**config.mk**
```make
export PLATFORM = sky130hd
export DESIGN_NAME = imem_loader_flat
export DESIGN_NICKNAME = d
export VERILOG_FILES = /design/src/rtl/imem_pkg.sv /design/src/rtl/imem_loader_if.sv /design/src/rtl/word_byte_serializer.sv /design/src/rtl/imem_loader.sv /design/src/flat_wrapper.sv
export SDC_FILE = /design/constraint.sdc
export NUM_CORES = 1
export LEC_CHECK = 0
export CORE_MARGIN = 1.5
export CORE_UTILIZATION = 50
export DETAILED_ROUTE_END_ITERATION = 16
export PLACE_DENSITY = 0.78
export REMOVE_ABC_BUFFERS = 1
export SLEW_MARGIN = 20
export SYNTH_ARGS = -nofsm -noshare
export SYNTH_HDL_FRONTEND = slang
export SYNTH_SLANG_ARGS = --single-unit
```
**constraint.sdc**
```tcl
create_clock -name clock -period 6 [get_ports clock]
set_clock_uncertainty 0.15 [all_clocks]
set_input_delay 1.2 -clock clock [delete_from_list [all_inputs] [get_ports clock]]
set_output_delay 1.2 -clock clock [all_outputs]
set_load 0.005 [all_outputs]
```
**src/rtl/imem_pkg.sv**
```systemverilog
`default_nettype none
// ============================================================================
// Module   : imem_pkg
// Purpose  : Shared constants and the loader state encoding used by the
//            instruction-memory write path (loader, memory, bench).
// Contents : IM_SIZE_DEFAULT  - default instruction memory size in bytes
//            BYTES_PER_WORD   - bytes per instruction word
//            loader_state_e   - 3-bit loader FSM encoding
// Revision : 1.0 - initial release
// ============================================================================
package imem_pkg;

  localparam int IM_SIZE_DEFAULT = 1024;
  localparam int BYTES_PER_WORD  = 4;

  typedef enum logic [2:0] {
    IDLE   = 3'd0,
    ACCEPT = 3'd1,
    WRITE  = 3'd2,
    DONE   = 3'd3,
    ERROR  = 3'd4
  } loader_state_e;

endpackage
`default_nettype wire

```
**src/rtl/imem_loader_if.sv**
```systemverilog
`default_nettype none
// ============================================================================
// Module   : imem_loader_if
// Purpose  : Groups the word stream (host -> loader) and the byte write
//            port (loader -> instruction memory).
// Signals  : word_valid/word_data/word_last/word_ready - word stream
//            mem_we/mem_addr/mem_wdata                 - byte write port
// Modports : master - host side (drives the stream, observes the writes)
//            slave  - loader side
// Revision : 1.0 - initial release
// ============================================================================
interface imem_loader_if;

  logic        word_valid;
  logic [31:0] word_data;
  logic        word_last;
  logic        word_ready;
  logic        mem_we;
  logic [31:0] mem_addr;
  logic [7:0]  mem_wdata;

  modport master (
    output word_valid, word_data, word_last,
    input  word_ready, mem_we, mem_addr, mem_wdata
  );

  modport slave (
    input  word_valid, word_data, word_last,
    output word_ready, mem_we, mem_addr, mem_wdata
  );

endinterface
`default_nettype wire

```
**src/rtl/word_byte_serializer.sv**
```systemverilog
`default_nettype none
// ============================================================================
// Module   : word_byte_serializer
// Purpose  : Holds one 32-bit word and presents it one byte at a time,
//            most significant byte first.
// Ports    : clock, reset  - clock / async active-high reset
//            load, word    - capture a new word and restart at byte 0
//            advance       - step to the next byte
//            byte_out      - currently selected byte
//            idx           - current byte index (0 = MSB)
//            last_byte     - idx is on the final byte
// Revision : 1.0 - initial release
// ============================================================================
module word_byte_serializer (
  input  wire logic        clock,
  input  wire logic        reset,
  input  wire logic        load,
  input  wire logic        advance,
  input  wire logic [31:0] word,
  output logic      [7:0]  byte_out,
  output logic      [1:0]  idx,
  output logic             last_byte
);

  logic [31:0] word_q, word_d;
  logic [1:0]  idx_q,  idx_d;

  always_comb begin
    word_d = word_q;
    idx_d  = idx_q;
    if (load) begin
      word_d = word;
      idx_d  = 2'd0;
    end else if (advance) begin
      idx_d = idx_q + 2'd1;
    end
  end

  always_ff @(posedge clock or posedge reset) begin
    if (reset) begin
      word_q <= 32'd0;
      idx_q  <= 2'd0;
    end else begin
      word_q <= word_d;
      idx_q  <= idx_d;
    end
  end

  always_comb begin
    byte_out = word_q[31:24];
    case (idx_q)
      2'd0:    byte_out = word_q[31:24];
      2'd1:    byte_out = word_q[23:16];
      2'd2:    byte_out = word_q[15:8];
      default: byte_out = word_q[7:0];
    endcase
  end

  assign idx       = idx_q;
  assign last_byte = (idx_q == 2'd3);

endmodule
`default_nettype wire

```
**src/rtl/imem_loader.sv**
```systemverilog
`default_nettype none
// ============================================================================
// Module   : imem_loader
// Purpose  : Accepts 32-bit instruction words on a valid/ready stream and
//            writes them, MSB first, into the instruction memory byte port
//            starting at BASE_ADDR. One accept cycle plus four write cycles
//            per word.
// Ports    : clock, reset     - clock / async active-high reset
//            start            - begins a session (ignored while busy)
//            bus (slave)      - word stream in, byte write port out
//            busy             - in ACCEPT or WRITE
//            done             - session finished normally (sticky)
//            overflow         - word rejected past IM_SIZE (sticky)
//            words_loaded     - words fully written this session
//            checksum         - mod-2^32 sum of accepted words
// Options  : IMEM_LOADER_CHECKSUM_EN - build the checksum adder; when not
//            defined the checksum port is tied to zero.
// Revision : 1.0 - initial release
// ============================================================================
module imem_loader
  import imem_pkg::*;
#(
  parameter int IM_SIZE   = IM_SIZE_DEFAULT,
  parameter int BASE_ADDR = 0
) (
  input  wire logic        clock,
  input  wire logic        reset,
  input  wire logic        start,
  imem_loader_if.slave     bus,
  output logic             busy,
  output logic             done,
  output logic             overflow,
  output logic      [31:0] words_loaded,
  output logic      [31:0] checksum
);

  localparam logic [32:0] IM_LIMIT = 33'(IM_SIZE);

  loader_state_e state_q, state_d;
  logic [31:0]   addr_q, addr_d;
  logic          last_q, last_d;
  logic          done_q, done_d;
  logic          overflow_q, overflow_d;
  logic [31:0]   words_q, words_d;
  logic [31:0]   hold_addr_q, hold_addr_d;
  logic [7:0]    hold_wdata_q, hold_wdata_d;

  logic          ser_load, ser_advance, ser_last;
  logic [7:0]    ser_byte;
  logic [1:0]    ser_idx;
  logic          word_ready_c, mem_we_c, busy_c;
  logic          word_fits;

  // 33-bit compare so an address near 2^32 cannot wrap past the check.
  assign word_fits = ({1'b0, addr_q} + 33'(BYTES_PER_WORD)) <= IM_LIMIT;

  word_byte_serializer u_ser (
    .clock     (clock),
    .reset     (reset),
    .load      (ser_load),
    .advance   (ser_advance),
    .word      (bus.word_data),
    .byte_out  (ser_byte),
    .idx       (ser_idx),
    .last_byte (ser_last)
  );

  always_comb begin
    state_d      = state_q;
    addr_d       = addr_q;
    last_d       = last_q;
    done_d       = done_q;
    overflow_d   = overflow_q;
    words_d      = words_q;
    hold_addr_d  = hold_addr_q;
    hold_wdata_d = hold_wdata_q;
    ser_load     = 1'b0;
    ser_advance  = 1'b0;
    word_ready_c = 1'b0;
    mem_we_c     = 1'b0;
    busy_c       = 1'b0;

    case (state_q)
      IDLE, DONE, ERROR: begin
        if (start) begin
          addr_d     = 32'(BASE_ADDR);
          done_d     = 1'b0;
          overflow_d = 1'b0;
          words_d    = 32'd0;
          state_d    = ACCEPT;
        end
      end
      ACCEPT: begin
        word_ready_c = 1'b1;
        busy_c       = 1'b1;
        if (bus.word_valid) begin
          if (word_fits) begin
            ser_load = 1'b1;
            last_d   = bus.word_last;
            state_d  = WRITE;
          end else begin
            overflow_d = 1'b1;
            state_d    = ERROR;
          end
        end
      end
      WRITE: begin
        busy_c       = 1'b1;
        mem_we_c     = 1'b1;
        ser_advance  = 1'b1;
        addr_d       = addr_q + 32'd1;
        // Remember the last write so the port holds it once mem_we drops.
        hold_addr_d  = addr_q;
        hold_wdata_d = ser_byte;
        if (ser_last) begin
          words_d = words_q + 32'd1;
          if (last_q) begin
            done_d  = 1'b1;
            state_d = DONE;
          end else begin
            state_d = ACCEPT;
          end
        end
      end
      default: state_d = IDLE;
    endcase
  end

  always_ff @(posedge clock or posedge reset) begin
    if (reset) begin
      state_q      <= IDLE;
      addr_q       <= 32'd0;
      last_q       <= 1'b0;
      done_q       <= 1'b0;
      overflow_q   <= 1'b0;
      words_q      <= 32'd0;
      hold_addr_q  <= 32'd0;
      hold_wdata_q <= 8'd0;
    end else begin
      state_q      <= state_d;
      addr_q       <= addr_d;
      last_q       <= last_d;
      done_q       <= done_d;
      overflow_q   <= overflow_d;
      words_q      <= words_d;
      hold_addr_q  <= hold_addr_d;
      hold_wdata_q <= hold_wdata_d;
    end
  end

`ifdef IMEM_LOADER_CHECKSUM_EN
  logic [31:0] checksum_q, checksum_d;
  logic        start_take, word_take;

  assign start_take = start &&
                      ((state_q == IDLE) || (state_q == DONE) || (state_q == ERROR));
  assign word_take  = (state_q == ACCEPT) && bus.word_valid && word_fits;

  always_comb begin
    checksum_d = checksum_q;
    if (start_take) begin
      checksum_d = 32'd0;
    end else if (word_take) begin
      checksum_d = checksum_q + bus.word_data;
    end
  end

  always_ff @(posedge clock or posedge reset) begin
    if (reset) begin
      checksum_q <= 32'd0;
    end else begin
      checksum_q <= checksum_d;
    end
  end

  assign checksum = checksum_q;
`else
  assign checksum = 32'd0;
`endif

  assign bus.word_ready = word_ready_c;
  assign bus.mem_we     = mem_we_c;
  assign bus.mem_addr   = mem_we_c ? addr_q : hold_addr_q;
  assign bus.mem_wdata  = mem_we_c ? ser_byte : hold_wdata_q;
  assign busy           = busy_c;
  assign done           = done_q;
  assign overflow       = overflow_q;
  assign words_loaded   = words_q;

  // Byte index is implied by ser_last; the full index is kept for debug.
  logic unused_idx;
  assign unused_idx = ^ser_idx;

endmodule
`default_nettype wire

```
**src/flat_wrapper.sv**
```systemverilog
// flat-port wrapper written by rule: the top's interface ports become plain ports
module imem_loader_flat import imem_pkg::*;
#(
  parameter int IM_SIZE   = IM_SIZE_DEFAULT,
  parameter int BASE_ADDR = 0
)
  (clock, reset, start, busy, done, overflow, words_loaded, checksum, bus_word_valid, bus_word_data, bus_word_last, bus_word_ready, bus_mem_we, bus_mem_addr, bus_mem_wdata);
  imem_loader_if bus_i ();
  input  wire logic clock;
  input  wire logic reset;
  input  wire logic start;
  output logic busy;
  output logic done;
  output logic overflow;
  output logic      [31:0] words_loaded;
  output logic      [31:0] checksum;
  input wire logic [$bits(bus_i.word_valid)-1:0] bus_word_valid;
  input wire logic [$bits(bus_i.word_data)-1:0] bus_word_data;
  input wire logic [$bits(bus_i.word_last)-1:0] bus_word_last;
  output wire logic [$bits(bus_i.word_ready)-1:0] bus_word_ready;
  output wire logic [$bits(bus_i.mem_we)-1:0] bus_mem_we;
  output wire logic [$bits(bus_i.mem_addr)-1:0] bus_mem_addr;
  output wire logic [$bits(bus_i.mem_wdata)-1:0] bus_mem_wdata;
  assign bus_i.word_valid = bus_word_valid;
  assign bus_i.word_data = bus_word_data;
  assign bus_i.word_last = bus_word_last;
  assign bus_word_ready = bus_i.word_ready;
  assign bus_mem_we = bus_i.mem_we;
  assign bus_mem_addr = bus_i.mem_addr;
  assign bus_mem_wdata = bus_i.mem_wdata;
  imem_loader #(.IM_SIZE(IM_SIZE), .BASE_ADDR(BASE_ADDR)) u_core (.clock(clock), .reset(reset), .start(start), .bus(bus_i), .busy(busy), .done(done), .overflow(overflow), .words_loaded(words_loaded), .checksum(checksum));
endmodule
```
==> results.yml <==
synth:
  ys_types: 57
  async_reset_ff_share_pct: 100
  synth.avg_cell_area_sq_um: 9.73
  synth_cells: 747
  yosys_warnings: 0
  syn_area_sq_um: 7270
  ys.flop_type: "dfrtp_1"
  seq_area_frac_synth_pct: 49.6
  synth_edf_count: 0
  ys_ff_latch: 144
global_routing:
  grt_start_max_net_pins: 110
  grt-ovfl-total: 0
  grt_pass1_wl_um: 25900
  antenna_found_initial: 0
  grt_pass1_vias: 5194
  gr-usage-all-layers_pct: 22.2
finish:
  syn_to_final_growth_pct: 21.9
  register_area_sq_um: 3600
  drive_gt1_share_pct: 8.92
  final_common_cell: "dfrtp_1"
  num_antenna_cells: 0
  fillers: 1156
  final_cell_mix: "144 x dfrtp_1, 142 x nand2_1, 113 x clkdlybuf4s50_1"
  fin_area_sq_um: 8860
  multi_input_area_sq_um: 3270
  final_core_util_pct: 63.1
  nets: 886
worst_setup_path:
  crit_required_ps: 4650
  endpoint_kind: "primary output"
  start_kind: "flip-flop"
  cp_max_fo: 39
  ff2ff_path_depth: 7
  arrival_ps: 2850
  path_class: "reg2out"
pwr:
  cellPowerDensity_nw_per_um2: 355
  peakVddDrop_mv: 0.186
  power.total_mw: 3.15
  p_leak_nw: 3.96
drt:
  routedWlPerCell_um: 15.5
  drt-pass1-iter-count: 5
  antenna_left: 0
  totalWireLength_um: 16000
  drc: 0
  vias: 5543
  drt_iter0_drc: 483
  vias_per_cell: 5.37
worst_hold_path:
  whs_path_depth: 2
  min_path_type: "reg2reg"
floorplan:
  start_util_pct: 51.8
  die-area_sq_um: 15300
  num_rows: 43
  chipHeight_um: 124
  core_sq_um: 14000
  ios: 146
  die_w_um: 124
sta:
  setup_violations: 0
  slew_headroom_pct: 28.6
  final.min_clock_period_ps: 4200
  tightest_slew_ps: 1070
  fmax_mhz: 238
  drv_slew: 0
  rsz0062_at_grt: "no"
  period_share_pct: 70.1
  hold_viol_final: 0
  tns_ps: 0
outcome:
  run_status: "finished clean"
clocking:
  postCtsHoldBufs: 0
  post-cts-setup-buffers: 0
  clock-sinks: 144
  post_cts_resized: 0
  cts_buffers: 17
  cts.clk_slew.worst_paths_ps: 60
  cts_tree: "done"
  root_buffer: "clkbuf_16"
  clockBufferDepth: 2
  clk_latency_ps: 420
  htree_levels: 4
placed_design:
  dpl.hpwl_um: 10900
  place_area_sq_um: 8330
  io_buffer_count: 113
  gp_congestion: 0.940
run:
  maxCapViolCount: 0
cell type report:
| cell class | instances | area share (%) |
|---|---|---|
| tap | 180 | 2.54 |
| clock inverter | 5 | 0.367 |
| clock buffer | 24 | 5.55 |
| timing repair buffer | 117 | 13.1 |
| inverter | 17 | 0.777 |
| sequential | 144 | 40.7 |
| multi-input combinational | 545 | 37.0 |
registers in the layout, indices dropped and copies added, names as in the netlist:
signal,count
u_core.done,1
u_core.hold_addr_q,32
u_core.words_loaded,32
u_core.overflow,1
u_core.addr_q,32
u_core.hold_wdata_q,8
u_core.u_ser.idx,2
u_core.last_q,1
u_core.state_q,3
u_core.u_ser.word_q,32
routing by layer:
| metal | part of all wire, % | vias to the layer above | track usage, % |
|---|---|---|---|
| li1 | - | 2702 | - |
| met1 | 45 | 2628 | 30.1 |
| met2 | 47 | 180 | 34.6 |
| met3 | 5.2 | 33 | 4.52 |
| met4 | 2.8 | 0 | 10.1 |
| met5 | 0 | - | 0 |
path summary, 6_finish.rpt:
| kind | startpoint | endpoint | slack [ps] |
|---|---|---|---|
| worst max-delay path | u_core.state_q[1]$_DFFE_PP0P_ | bus_mem_addr[16] | 1800 |
| worst min-delay path | u_core.hold_addr_q[24]$_DFFE_PP0P_ | u_core.hold_addr_q[24]$_DFFE_PP0P_ | 320 |
| worst max register to register | u_core.addr_q[2]$_DFFE_PP0P_ | u_core.u_ser.word_q[16]$_DFFE_PP0P_ | 1940 |
| worst min register to register | u_core.hold_addr_q[24]$_DFFE_PP0P_ | u_core.hold_addr_q[24]$_DFFE_PP0P_ | 320 |
| max in group asynchronous | reset | u_core.hold_wdata_q[1]$_DFFE_PP0P_ | 3460 |
| min in group asynchronous | reset | u_core.words_loaded[16]$_DFFE_PP0P_ | 1240 |
logic make-up (layout without fill, tap and decap cells):
| kind of cell | count (synthesis) | after routing | share of synthesized area (%) |
|---|---|---|---|
| compound gates | 97 | 97 | 8.57 |
| xor+xnor | 38 | 38 | 4.58 |
| fa+ha+maj | 7 | 7 | 1.21 |
| buf+inv | 89 | 163 | 7.02 |
| flops | 144 | 144 | 49.6 |
| mux | 42 | 42 | 7.77 |
| other cells | 1 | 32 | 0.0516 |
| simple gates | 329 | 329 | 21.2 |
stage by stage:
stage               hold slack (ps)  setup slack, ps  instances
global placement                303             2000       1003
global route                    340             1530       1032
finish                          323             1800       1032
detailed placement              309             1960       1003
floorplan                       312              784        706
CTS                             323             1760       1032
power by group:
part / total, mW / internal (mW) / switching [mW]
Combinational: 0.932 / 0.461 / 0.471
Clock: 0.942 / 0.563 / 0.379
Sequential: 1.27 / 1.15 / 0.123
Total: 3.15 / 2.17 / 0.973
worst max-delay path: stages (launching register included):
cell	delay (ps)
dfrtp_1	380
nor2b_1	300
nand2b_2	450
inv_1	160
buf_4	390
nand2_1	130
nand2_1	100
clkdlybuf4s50_1	500
cells in the mapped netlist (all sizes together), types with 17 or more instances:
library cell	instances	area [sq um]
xor2	21	184
inv	17	63.8
nand4	19	140
o21ai	45	225
nand3	43	215
buf	41	329
mux2	34	484
dfrtp	144	3600
nand2	142	533
xnor2	17	149
nor2	62	233
clkbuf	31	118
(Power assumes the default switching activity.)
